### config.mk
export PLATFORM = sky130hd
export DESIGN_NAME = irq_controller
export DESIGN_NICKNAME = d
export VERILOG_FILES = /design/src/rtl/irq_controller.sv
export SDC_FILE = /design/constraint.sdc
export NUM_CORES = 1
export LEC_CHECK = 0
export CAP_MARGIN = 20
export CORE_ASPECT_RATIO = 0.5
export CORE_MARGIN = 2
export CORE_UTILIZATION = 47
export CTS_BUF_LIST = sky130_fd_sc_hd__clkbuf_4 sky130_fd_sc_hd__clkbuf_8 sky130_fd_sc_hd__clkbuf_16
export DETAILED_ROUTE_END_ITERATION = 6
export GPL_TIMING_DRIVEN = 0
export PLACE_DENSITY = 0.77
export SYNTH_ARGS = -nofsm -noshare
export SYNTH_HDL_FRONTEND = slang
export SYNTH_SLANG_ARGS = --single-unit
### constraint.sdc
create_clock -name clock -period 2.15 [get_ports clock]
set_clock_uncertainty 0.05 [all_clocks]
set_input_delay 0.215 -clock clock [delete_from_list [all_inputs] [get_ports clock]]
set_output_delay 0.215 -clock clock [all_outputs]
set_load 0.01 [all_outputs]
### src/rtl/irq_controller.sv
// Eight-source edge-triggered interrupt controller with mask, pending,
// vector base and a single-level IDLE/ASSERT/SERVICE handshake.
module irq_controller #(
  parameter logic [15:0] VBASE_RESET = 16'hFF00
) (
  input  logic        clock,
  input  logic        reset,
  input  logic [7:0]  irq_src,
  output logic        irq,
  output logic [15:0] irq_addr,
  input  logic        reset_irq,
  input  logic        cfg_write,
  input  logic [1:0]  cfg_addr,
  input  logic [15:0] cfg_wdata,
  output logic [15:0] cfg_rdata
);

  typedef enum logic [1:0] {
    IDLE    = 2'd0,
    ASSERT  = 2'd1,
    SERVICE = 2'd2
  } state_t;

  state_t      r_state;
  logic [7:0]  r_sync1;
  logic [7:0]  r_sync2;
  logic [7:0]  r_sync3;
  logic [7:0]  r_pend;
  logic [7:0]  r_mask;
  logic [15:0] r_vbase;
  logic [2:0]  r_id;
  logic        r_irq;
  logic [15:0] r_addr;

  logic [7:0]  w_edge;
  logic [7:0]  w_elig;
  logic [2:0]  w_win;
  logic        w_ack;
  logic        w_eoi;
  logic        w_w1c;
  logic [7:0]  w_clr;
  logic [15:0] w_vec;

  assign w_edge = r_sync2 & ~r_sync3;
  assign w_elig = r_pend & r_mask;
  assign w_ack  = (r_state == ASSERT) && reset_irq;
  assign w_eoi  = cfg_write && (cfg_addr == 2'd3);
  assign w_w1c  = cfg_write && (cfg_addr == 2'd1);
  assign w_clr  = (w_w1c ? cfg_wdata[7:0] : 8'h00)
                | (w_ack ? (8'(1) << r_id) : 8'h00);
  assign w_vec  = r_vbase + {11'b0, w_win, 2'b00};

  // Scan high to low so the lowest eligible index wins.
  always_comb begin
    w_win = 3'd0;
    for (int i = 7; i >= 0; i--) begin
      if (w_elig[i]) w_win = 3'(i);
    end
  end

  always_ff @(posedge clock or posedge reset) begin
    if (reset) begin
      r_sync1 <= 8'h00;
      r_sync2 <= 8'h00;
      r_sync3 <= 8'h00;
      r_pend  <= 8'h00;
      r_mask  <= 8'h00;
      r_vbase <= VBASE_RESET;
    end else begin
      r_sync1 <= irq_src;
      r_sync2 <= r_sync1;
      r_sync3 <= r_sync2;
      // A fresh edge beats any clear landing in the same cycle.
      r_pend  <= (r_pend & ~w_clr) | w_edge;
      if (cfg_write && cfg_addr == 2'd0) r_mask <= cfg_wdata[7:0];
      if (cfg_write && cfg_addr == 2'd2) r_vbase <= cfg_wdata;
    end
  end

  always_ff @(posedge clock or posedge reset) begin
    if (reset) begin
      r_state <= IDLE;
      r_id    <= 3'd0;
      r_irq   <= 1'b0;
      r_addr  <= 16'h0000;
    end else begin
      case (r_state)
        IDLE: begin
          r_irq <= 1'b0;
          if (w_elig != 8'h00) begin
            r_id    <= w_win;
            r_addr  <= w_vec;
            r_irq   <= 1'b1;
            r_state <= ASSERT;
          end
        end
        ASSERT: begin
          if (reset_irq) begin
            r_irq   <= 1'b0;
            r_state <= SERVICE;
          end
        end
        SERVICE: begin
          r_irq <= 1'b0;
          if (w_eoi) r_state <= IDLE;
        end
        default: begin
          r_irq   <= 1'b0;
          r_state <= IDLE;
        end
      endcase
    end
  end

  always_comb begin
    cfg_rdata = 16'h0000;
    case (cfg_addr)
      2'd0: cfg_rdata = {8'h00, r_mask};
      2'd1: cfg_rdata = {8'h00, r_pend};
      2'd2: cfg_rdata = r_vbase;
      2'd3: cfg_rdata = {12'h000, r_state == SERVICE, r_id};
      default: cfg_rdata = 16'h0000;
    endcase
  end

  assign irq      = r_irq;
  assign irq_addr = r_addr;

endmodule

[After elaboration in Yosys (flattened, before gate mapping)]
Cells that the tools add are included.
Storage, ports and cells
  flip-flop bits (word level): 78
  input bits: 30
  logic and storage cells: 55
Cells by class
  add/sub/neg operators: 1
  equal/unequal tests: 8
  shift operators: 1
  muxes and demuxes: 18
  bitwise gates (word level): 7
  reduce and logical (&&, ||, !) cells: 10
Operators by type and width (number)
  $pmux W16 S4: 1
  $and A8 B8 Y8: 3
  $mux W3: 8
  $add A16 B5 Y16: 1
  $mux W8: 2
  $not A8 Y8: 2
  $or A8 B8 Y8: 2
  $reduce_bool A8 Y1: 1
  $shl A1 B3 Y8 const A: 1
  $eq A2 B2 Y1 const B: 3
  $mux W2: 3
  $ne A2 B2 Y1 const B: 3
  $pmux W2 S3: 1
  $logic_and A1 B1 Y1: 5
  $eq A2 B1 Y1 const B: 2
  $logic_not A2 Y1: 2
  $reduce_and A3 Y1: 1
  $mux W1: 2
  $pmux W1 S2: 1
  $reduce_and A2 Y1: 1

[Longest topological paths before layout]
  word-level depth: 10
  mapped depth: 11
  gate-level depth less buffers: 11

[Least setup slack after synthesis]
OpenSTA, ideal clock, no wires.
  path kind: register -> register
  start point: reg r_pend[6]
  end point: reg r_addr[5] (netlist: irq_addr[5])
  setup time: 0.125 ns
  arrival: 2.189 ns
  slack: -0.214 ns
  cell stages (with the launch flop): 10
  path buffers: 0
  cell sequence: dfrtp_1 a22oi_1 o21ai_0 nand2_1 inv_1 ha_1 a211oi_2 nor2_1 xor2_1 mux2_2
On the way
  longest elaborated chain between the ends: 9
Ends and longest elaborated chain
  start, declared: line 28  | logic [7:0] r_pend;
  start signal, assigned: line 74  | r_pend <= (r_pend & ~w_clr) | w_edge;
  $and A8 B8 Y8: line 45  | assign w_elig = r_pend & r_mask;
  $mux W3 (7 in series): line 57  | if (w_elig[i]) w_win = 3'(i);
  named net w_win[1]: line 37  | logic [2:0] w_win;
  $add A16 B5 Y16: line 51  | assign w_vec = r_vbase + {11'b0, w_win, 2'b00};
  end signal, assigned: line 92  | r_addr <= w_vec;
  end, declared: line 33  | logic [15:0] r_addr;
The timed path passes the listed nets, and every way through them passes these cells.
A chain may end at the register's enable or synchronous reset.

[Worst setup path in the final report]
  start point: reg r_pend[5]
  end point: reg r_addr[11] (netlist: irq_addr[11])
On the way
  longest elaborated chain between the ends: 8
Ends and longest elaborated chain (line)
  $and A8 B8 Y8: 45
  $mux W3 (6 in series): 57
  named net w_win[0]: 37
  $add A16 B5 Y16: 51
The timed path passes the listed nets, and every way through them passes these cells.

==> results.md <==
* Max_slew headroom at 57.1%
* Worst path slowest cell: dfrtp_1
* Peak supply drop at 0.571 mV
* Yosys top cell area share at 50.8%
* Leakage at 2.08 nW
* Rows at 21
* Die Height at 64.6 um
* Failing checks: negative setup slack
* Worst setup EP type: register
* Yosys top cell by area: dfrtp_1
* Synth Area per Inst at around 12 sq um
* Final setup fails at 12
* Pwr per Cell Area at 1230 nW/um^2
* Layout net count at 414
* Fmax at 410 MHz
* Final critical-path required period at ~2.4 ns
* Initial antenna violation count at 0
* Setup TNS at -2.51 ns
* DR DRC count at 0
* Critical path cell sequence: a32o_2, a222oi_1, buf_4, nor2_4, ha_4, buf_12, a211oi_4, buf_4, buf_6, nor4_2, xnor2_1, a21oi_1
* I/O Buffers at slightly above 60
* Share of post-route cells with drive strength above 1 at 31.9%
* Final Instance Count excl. Fillers at between 400 and 500
* TritonCTS clock tree: yes
* Die area at 8080 sq um
* Asr flop ratio synth at 100%
* Flops & latches, synth at 78
* Final period util at 113%
* CTS Hold Bufs at 0
* Starting DRT DRC Count at 174
* Slew Viols, Final at 0
* Cell types with the highest counts after synthesis: dfrtp_1 (70), mux2_2 (25), nand2_1 (24)
* Gpl congestion at 0.875
* Maximum fanout along the worst path at 5
* Synth warnings at 0
* Die Wd at roughly 130 um
* Wire per inst at between 15 and 20 um
* Drt first pass iters at 4
* Clk pin slew, worst setup/hold paths at around 0.060 ns
* CP arrival at ~2.6 ns
* Top post-synthesis cells by area: dfrtp_1 (51%), mux2_2 (8.2%), dfstp_2 (6.1%)
* Worst endpoint required time at 2.32 ns
* Total number of vias at 2571
* Pin count of the biggest net entering global routing at 30
* Routed wire length at 7960 um
* Grt total ovfl at 0
* Most frequent cell after synthesis: dfrtp_1
* # H-tree levels at 3
* Worst Max-Slew Pin Slew at 0.641 ns
* Startpoint types: register
* Number of global-route vias before repair at approximately 2600
* IO Count at 63
* Initial Util at 50.1%
* Clk root buf: clkbuf_16
* Final worst slack at -0.289 ns
* Hpwl dp at 5520 um
* Ant. Diodes at 0
* Status: finished with violations
* First-pass GRT wire length at roughly 13000 um
* Num CTS Buffers at 9
* Clock Latency Late Sink at 0.34 ns
* Crit path largest cell delay at 0.43 ns
* Routed vias/inst at 5.39
* Sequential element share of the synthesized area at 56.9%
* RSZ-0062 raised after global routing: yes
* Hold crit path type: in2async
* Endpoints failing hold at 0
* Syn Nets at between 300 and 400
* Placed Cells at 437
* Area grow syn2layout at 43.2%
* Most frequent CP cell: buf_4
* Fill cells at 480
* Clock sinks at ~80
* Post-Syn Area at 3450 sq um
* Cell variety after synth at 49
* Antenna-violating nets left at 0
* Tot GR Track Use at about a fifth
* Util after Layout at a little under three quarters
* Clock Path Buffers at 2
* MaxCap Viol Count at 0
* Crit Path Class: reg2reg
* CORE AREA at roughly 6900 sq um
* Syn Inst Count at between 200 and 300
* Post-synth EDFFs at 0
* Ys flop type: dfrtp_1
## routing by layer
metal  track usage, %  vias to the layer above  share of wire (%)
met5                0                        -                  0
met4             8.19                        0                1.2
met3             5.62                        7                5.3
met2             36.0                       76                 50
met1             27.0                     1288                 43
li1                 -                     1200                  -
## area by class of cell
type | count | area, sq um | area share (%)
multi-input cells | 180 | 1520 | 30.8
flip-flops and latches | 78 | 1960 | 39.7
inverters | 14 | 56.3 | 1.14
repair buffers | 88 | 881 | 17.8
clock buffers | 9 | 225 | 4.56
plain buffers | 9 | 71.3 | 1.44
well taps | 92 | 115 | 2.33
clock inverters | 7 | 104 | 2.10
## state kept, by name, indices dropped and copies added, names as in the netlist
signal / flops
r_sync3: 8
irq: 1
irq_addr: 16
r_vbase: 16
r_id: 3
r_state: 2
r_sync1: 8
r_pend: 8
r_mask: 8
r_sync2: 8
## cell families after synthesis
logic type	after synthesis	share of synthesized area, %
compound gates	55	10.7
xor+xnor	11	2.79
fa+ha+maj	4	1.67
buf+inv	23	3.27
flops	78	56.9
mux	37	13.2
simple gates	73	11.4
## report_power, final
group          switching, mW  leakage (nW)  internal [mW]
registers              0.323         0.891           1.85
clock network          0.614         0.161           1.03
logic                   1.01          1.03           1.24
total                   1.95          2.08           4.11
## final timing paths
path	from	endpoint	slack [ns]	depth (start not counted)
max	r_pend[5]$_DFF_PP0_	irq_addr[11]$_DFFE_PP0P_	-0.29	12
min	reset	r_pend[3]$_DFF_PP0_	0.25	2
max reg2reg	r_pend[5]$_DFF_PP0_	irq_addr[11]$_DFFE_PP0P_	-0.29	12
min reg2reg	r_sync1[6]$_DFF_PP0_	r_sync2[6]$_DFF_PP0_	0.30	0
max in group asynchronous	reset	r_vbase[12]$_DFFE_PP1P_	0.99	4
min in group clock	irq_src[5]	r_sync1[5]$_DFF_PP0_	0.26	1
## stage by stage
| step | area, sq um | power [mW] | setup slack (ns) | hold slack (ns) |
|---|---|---|---|---|
| 2_1_floorplan | 3470 | 3.20 | -0.0935 | 0.196 |
| 3_3_place_gp | 4210 | 3.93 | -0.327 | 0.282 |
| 3_5_place_dp | 4250 | 4.00 | -0.370 | 0.286 |
| 4_1_cts | 4850 | 5.96 | -0.216 | 0.251 |
| 5_1_grt | 4940 | 6.38 | -0.415 | 0.258 |
| 6_report | 4940 | 6.06 | -0.289 | 0.250 |
## layout by cell type (no fill, tap or decap), types with 5 or more instances in the layout
| cell type | Yosys | final |
|---|---|---|
| dfrtp_1 | 70 | 70 |
| clkdlybuf4s50_1 | 0 | 54 |
| mux2_2 | 25 | 24 |
| nand2_1 | 24 | 22 |
| buf_4 | 1 | 21 |
| o21ai_0 | 18 | 15 |
| nor2_1 | 14 | 13 |
| inv_1 | 14 | 11 |
| a21oi_1 | 11 | 10 |
| clkbuf_16 | 0 | 9 |
| and2_1 | 8 | 8 |
| dfstp_2 | 8 | 8 |
| o211ai_1 | 7 | 7 |
| xor2_1 | 6 | 6 |
| buf_6 | 1 | 5 |
| dlymetal6s2s_1 | 0 | 5 |
## timing repair
action / 4_1_cts / 5_1_grt
resized for setup: 31 / 15
pin swaps: 20 / 12
setup endpoints to repair: 27 / 18
buffers inserted: 19 / 6
hold endpoints to repair: 0 / 0
## worst max-delay path: cells and delay by family (launching register included)
family,cells,cell delay (ns)
xor gates and xnor gates,1,0.15
and+or+nand+nor,2,0.08
adders and majority gates,1,0.17
buffers and inverters,4,0.57
DFF,1,0.43
AOI/OAI and AO/OA,4,0.86
No activity file was read; power rests on OpenSTA's default activity.
==> variant 1 (same flow settings) <==
Make the reset (`reset`) synchronous in 2 clocked blocks.
--- a/src/rtl/irq_controller.sv
+++ b/src/rtl/irq_controller.sv
@@ -58,7 +58,7 @@
     end
   end
 
-  always_ff @(posedge clock or posedge reset) begin
+  always_ff @(posedge clock) begin
     if (reset) begin
       r_sync1 <= 8'h00;
       r_sync2 <= 8'h00;
@@ -77,7 +77,7 @@
     end
   end
 
-  always_ff @(posedge clock or posedge reset) begin
+  always_ff @(posedge clock) begin
     if (reset) begin
       r_state <= IDLE;
       r_id    <= 3'd0;
Behaviour: differs if reset is asserted again (counterexample within 4 cycles, from zero or initial values and one cycle with reset high); with reset held inactive, the same outputs for 4 cycles.
==> variant 1 against the original RTL <==
  * The flow still finishes with violations (negative setup slack)
  * Fmax up 1.6%
  * Design area decreased by 5.0%
  * Count of clock-buffer cells in the layout rose by 3
  * Setup slack better by 0.039 ns
  * Sequential cell count stayed put
  * Sequential share of layout area decreased by 6.1 points
  * Area after synthesis shrank 1.6%
  * Via count up 12%
  * Wire length grew 9.6%
  * Largest cell class is now multi-input gates
Power is not compared: it rests on default switching activity, and its combinational part moved more than twofold at a synthesized area within 25%.
==> variant 1: results (changes against the original RTL) <==
Routing
  • Max Used Layer: met4 (unchanged)
  • Routed len/inst: 16.01 um (was 16.69 um)
  • Initial DRT Pass Iterations: 4 (unchanged)
  • Routed wire length: 8727 um (was 7961 um)
  • Met1 wire length: 4009 um (was 3451 um)
  • WL met2: 3959 um (was 3996 um)
  • Initial drt markers: 199 (was 174)
  • Met3 wire length: 665 um (was 418 um)
  • Vias: 2880 (was 2571)

Logic synthesis
  • Top cells by area, synth: dfxtp_1 (46%), mux2i_1 (5.6%), nor2b_1 (5.5%), nand2_1 (5.2%), nor2_1 (4.1%) (was dfrtp_1 (51%), mux2_2 (8.2%), dfstp_2 (6.1%), o21ai_0 (2.6%), mux4_2 (2.6%))
  • Most instantiated cells after synthesis: dfxtp_1 (78), nand2_1 (47), nor2_1 (37), nor2b_1 (30), mux2i_1 (19) (was dfrtp_1 (70), mux2_2 (25), nand2_1 (24), o21ai_0 (18))
  • Synth async-reset ratio: 0% (was 100.0%)
  • Mapped Avg Cell Area: 9.370 um^2 (was 12.27 um^2)
  • Syn Nets: 396 (was 315)
  • Synth unique cells: 43 (was 49)
  • Leading area contributor after synthesis: dfxtp_1 (was dfrtp_1)
  • Sequential share of the synthesized area: 46.03% (was 56.91%)

Layout
  • #MultiIn Comb: 253 (was 180)
  • Final nets: 484 (was 414)
  • Buffering overhead: 17.99% (was 19.29%)
  • Clock-cell share: 5.633% (was 6.667%)
  • Fillers: 525 (was 480)
  • Multi-input gate area: 1843 um^2 (was 1521 um^2)
  • Layout cells sized above 1: 19.43% (was 31.95%)
  • CLK BUF: 12 (was 9)
  • Inverter count: 12 (was 14)
  • Sequential cell area share: 33.64% (was 39.75%)
  • Non-Clock Buffer Count: 96 (was 97)

Placed design
  • Post-DP HPWL: 6325 um (was 5519 um)
  • GP Congestion: 0.9512 (was 0.8749)
  • Placed instance count: 516 (was 437)
  • Pre-CTS WS: -0.3517 ns (was -0.3704 ns)

Hold path
  • Worst hold path class: input port to flop (was input port to asynchronous set/reset pin)

Outcome
  • Status: complete, but fails checks (unchanged)
  • Failing checks: negative setup slack (unchanged)

Global route
  • Met2 GRT Util: 36.48% (was 36.01%)
  • Total track usage: 23.58% (was 21.38%)
  • First-pass GRT wire length: 13980 um (was 13250 um)
  • Vias in the first global route: 2804 (was 2610)
  • Met1 Use GR: 31.63% (was 27.00%)
  • Largest net degree at the start of global routing: 12 (was 30)
  • Met3 Use GR: 7.411% (was 5.615%)

STA
  • Final WS setup: -0.2495 ns (was -0.2887 ns)
  • Slew margin rel.: 57.17% (was 57.05%)
  • Final setup vio count: 11 (was 12)

Setup path
  • Highest-delay cell along the critical path: fa_2 (was dfrtp_1)
  • Worst path max stage delay: 0.36 ns (was 0.43 ns)

Pwr
  • Combinational share of power: 11.5%
  • Switching power: 0.7686 mW
  • Combinational power: 0.380 mW
  • LEAKAGE: 1.798 nW
  • Seq power: 1.55 mW

Clocking
  • # resized after CTS: 37 (was 31)
  • Post-CTS Setup Bufs: 9 (was 19)
  • Clock-pin slew on the worst setup and hold paths: 0.05 ns
  • CTS root buf: clkbuf_16 (unchanged)
-- variant 1: through the flow --
stage               area, um^2   TNS, ns
floorplan                 3405  -0.05079
global placement          4140    -5.987
detailed placement        4140    -6.562
CTS                       4586    -1.084
global route              4687    -2.796
finish                    4687    -1.567
-- variant 1: cells by family (layout without fill, tap and decap cells) --
logic type	Yosys count	in the layout	synth area share [%]
compound gates	56	56	13.17
xor+xnor	12	12	3.098
fa+ha+maj	4	4	1.697
buf+inv	31	122	4.241
flops	78	78	46.03
mux	23	23	8.263
simple gates	158	158	23.50
-- variant 1: final timing paths --
path	startpoint	to	slack [ns]	depth (start not counted)
setup / recovery	r_mask[2]	irq_addr[14]	-0.25	11
setup reg to reg	r_mask[2]	irq_addr[14]	-0.25	11
hold reg to reg	r_sync1[7]	r_sync2[7]	0.39	1
hold / removal	irq_src[4]	r_sync1[4]	0.37	2
==> variant 2 (config.mk and constraints unchanged) <==
Made on the original files. The 3 states of `state_t` get a one-hot encoding in 3 bits.
--- a/src/rtl/irq_controller.sv
+++ b/src/rtl/irq_controller.sv
@@ -15,10 +15,10 @@
   output logic [15:0] cfg_rdata
 );
 
-  typedef enum logic [1:0] {
-    IDLE    = 2'd0,
-    ASSERT  = 2'd1,
-    SERVICE = 2'd2
+  typedef enum logic [2:0] {
+    IDLE    = 3'b001,
+    ASSERT  = 3'b010,
+    SERVICE = 3'b100
   } state_t;
 
   state_t      r_state;
Function: same outputs for any inputs over 4 cycles, from zero or initial values and one cycle with reset high; so few cycles prove little.
==> variant 2 against the original RTL <==
  * The run still ends with negative setup slack left
  * Sequential cell count grew 1
  * Design area grew 1.3%
  * Wire length grew 4.5%
  * Area after synthesis grew 2.7%
  * Setup slack lost 0.17 ns
  * Power shrank 3.2%
  * Cell count grew 1.9%
  * Sequential share of layout area is essentially flat
  * Synthesized cell count grew 3.2%
  * Count of clock-buffer cells in the layout grew 1
  * Via count grew 3.6%
==> variant 2: results (changes against the original RTL) <==
Pwr
  • Seq pwr share: 37.2% (was 35.8%)
  • Peak supply drop: 628.0 uV (was 571.0 uV)
  • Clock Power Share: 27.0% (was 27.1%)
  • Power Clock: 1.58 mW (was 1.64 mW)

Global route
  • Total track usage: 22.11% (was 21.38%)
  • Vias in the first global route: 2824 (was 2610)
  • First-pass GRT wire length: 13930 um (was 13250 um)

Setup path
  • Worst path max stage delay: 0.49 ns (was 0.43 ns)
  • R2R cell count: 11 (was 12)
  • Largest delay share family, worst path: simple AND/OR/NAND/NOR gates (was compound AO/OA/AOI/OAI gates)
  • Highest-delay cell along the critical path: or4_1 (was dfrtp_1)
  • Worst EP arrival: 2.82 ns (was 2.60 ns)
  • Critical path launch point: r_mask[6] (was r_pend[5])
  • Crit Path Max Fanout: 4 (was 5)

Logic synthesis
  • Synth unique cells: 51 (was 49)
  • Syn Nets: 324 (was 315)
  • Sequential share of the synthesized area: 56.17% (was 56.91%)
  • Mapped Avg Cell Area: 12.21 um^2 (was 12.27 um^2)

STA
  • Slew margin rel.: 56.07% (was 57.05%)
  • Final setup vio count: 12 (unchanged)
  • Final WS setup: -0.4566 ns (was -0.2887 ns)

Placed design
  • Placed Area: 4344 um^2 (was 4254 um^2)
  • Pre-CTS WS: -0.5490 ns (was -0.3704 ns)
  • Placed instance count: 450 (was 437)

Layout
  • Final nets: 419 (was 414)
  • Layout cells sized above 1: 31.79% (was 31.95%)

Outcome
  • Failing checks: negative setup slack (unchanged)
  • Status: complete, but fails checks (unchanged)

Routing
  • Routed wire length: 8323 um (was 7961 um)
[variant 2: cell families (layout without fill, tap and decap cells)]
| family | count (synthesis) | in the layout | synth area share, % |
|---|---|---|---|
| fa+ha+maj | 4 | 4 | 1.626 |
| xor+xnor | 11 | 11 | 2.722 |
| compound gates | 57 | 57 | 11.49 |
| simple gates | 76 | 76 | 11.74 |
| buf+inv | 26 | 126 | 3.358 |
| mux | 37 | 37 | 12.90 |
| flops | 79 | 79 | 56.17 |
[variant 2: repair_timing]
item                                    CTS  global route
endpoints found under the setup margin   27            18
hold endpoints to repair                  0             0
pin swaps                                16            13
gates resized for setup                  35            13
buffers inserted                         18             3
hold buffers                              0             0
[variant 2: cell type report]
type	count	area (um^2)	share of cell area [%]
Timing Repair Buffer	84	838.3	16.77
Sequential cell	79	1988	39.77
Tap cell	96	120.1	2.403
Clock inverter	6	73.82	1.477
Buffer	11	82.58	1.652
Inverter	15	60.06	1.202
Clock buffer	10	239.0	4.781
Multi-Input combinational cell	185	1597	31.94
[variant 2: layer usage]
layer	GRT usage, %	wire length (um)	part of all wire [%]
met1	28.57	3541	43
met2	36.01	4061	49
met3	5.863	536	6.4
met4	9.341	184	2.2
met5	0	0	0
[variant 2: worst min-delay path by stage]
| stage | cells after the start | slack (ns) | start | endpoint |
|---|---|---|---|---|
| 3_5_place_dp | 0 | 0.28 | r_sync1[7] | r_sync2[7] |
| 2_1_floorplan | 0 | 0.20 | irq_src[0] | r_sync1[0] |
| 6_report | 2 | 0.25 | reset | r_sync3[7] |
| 4_1_cts | 1 | 0.25 | irq_src[2] | r_sync1[2] |
| 5_1_grt | 1 | 0.26 | irq_src[5] | r_sync1[5] |
| 3_3_place_gp | 0 | 0.28 | r_sync1[2] | r_sync2[2] |
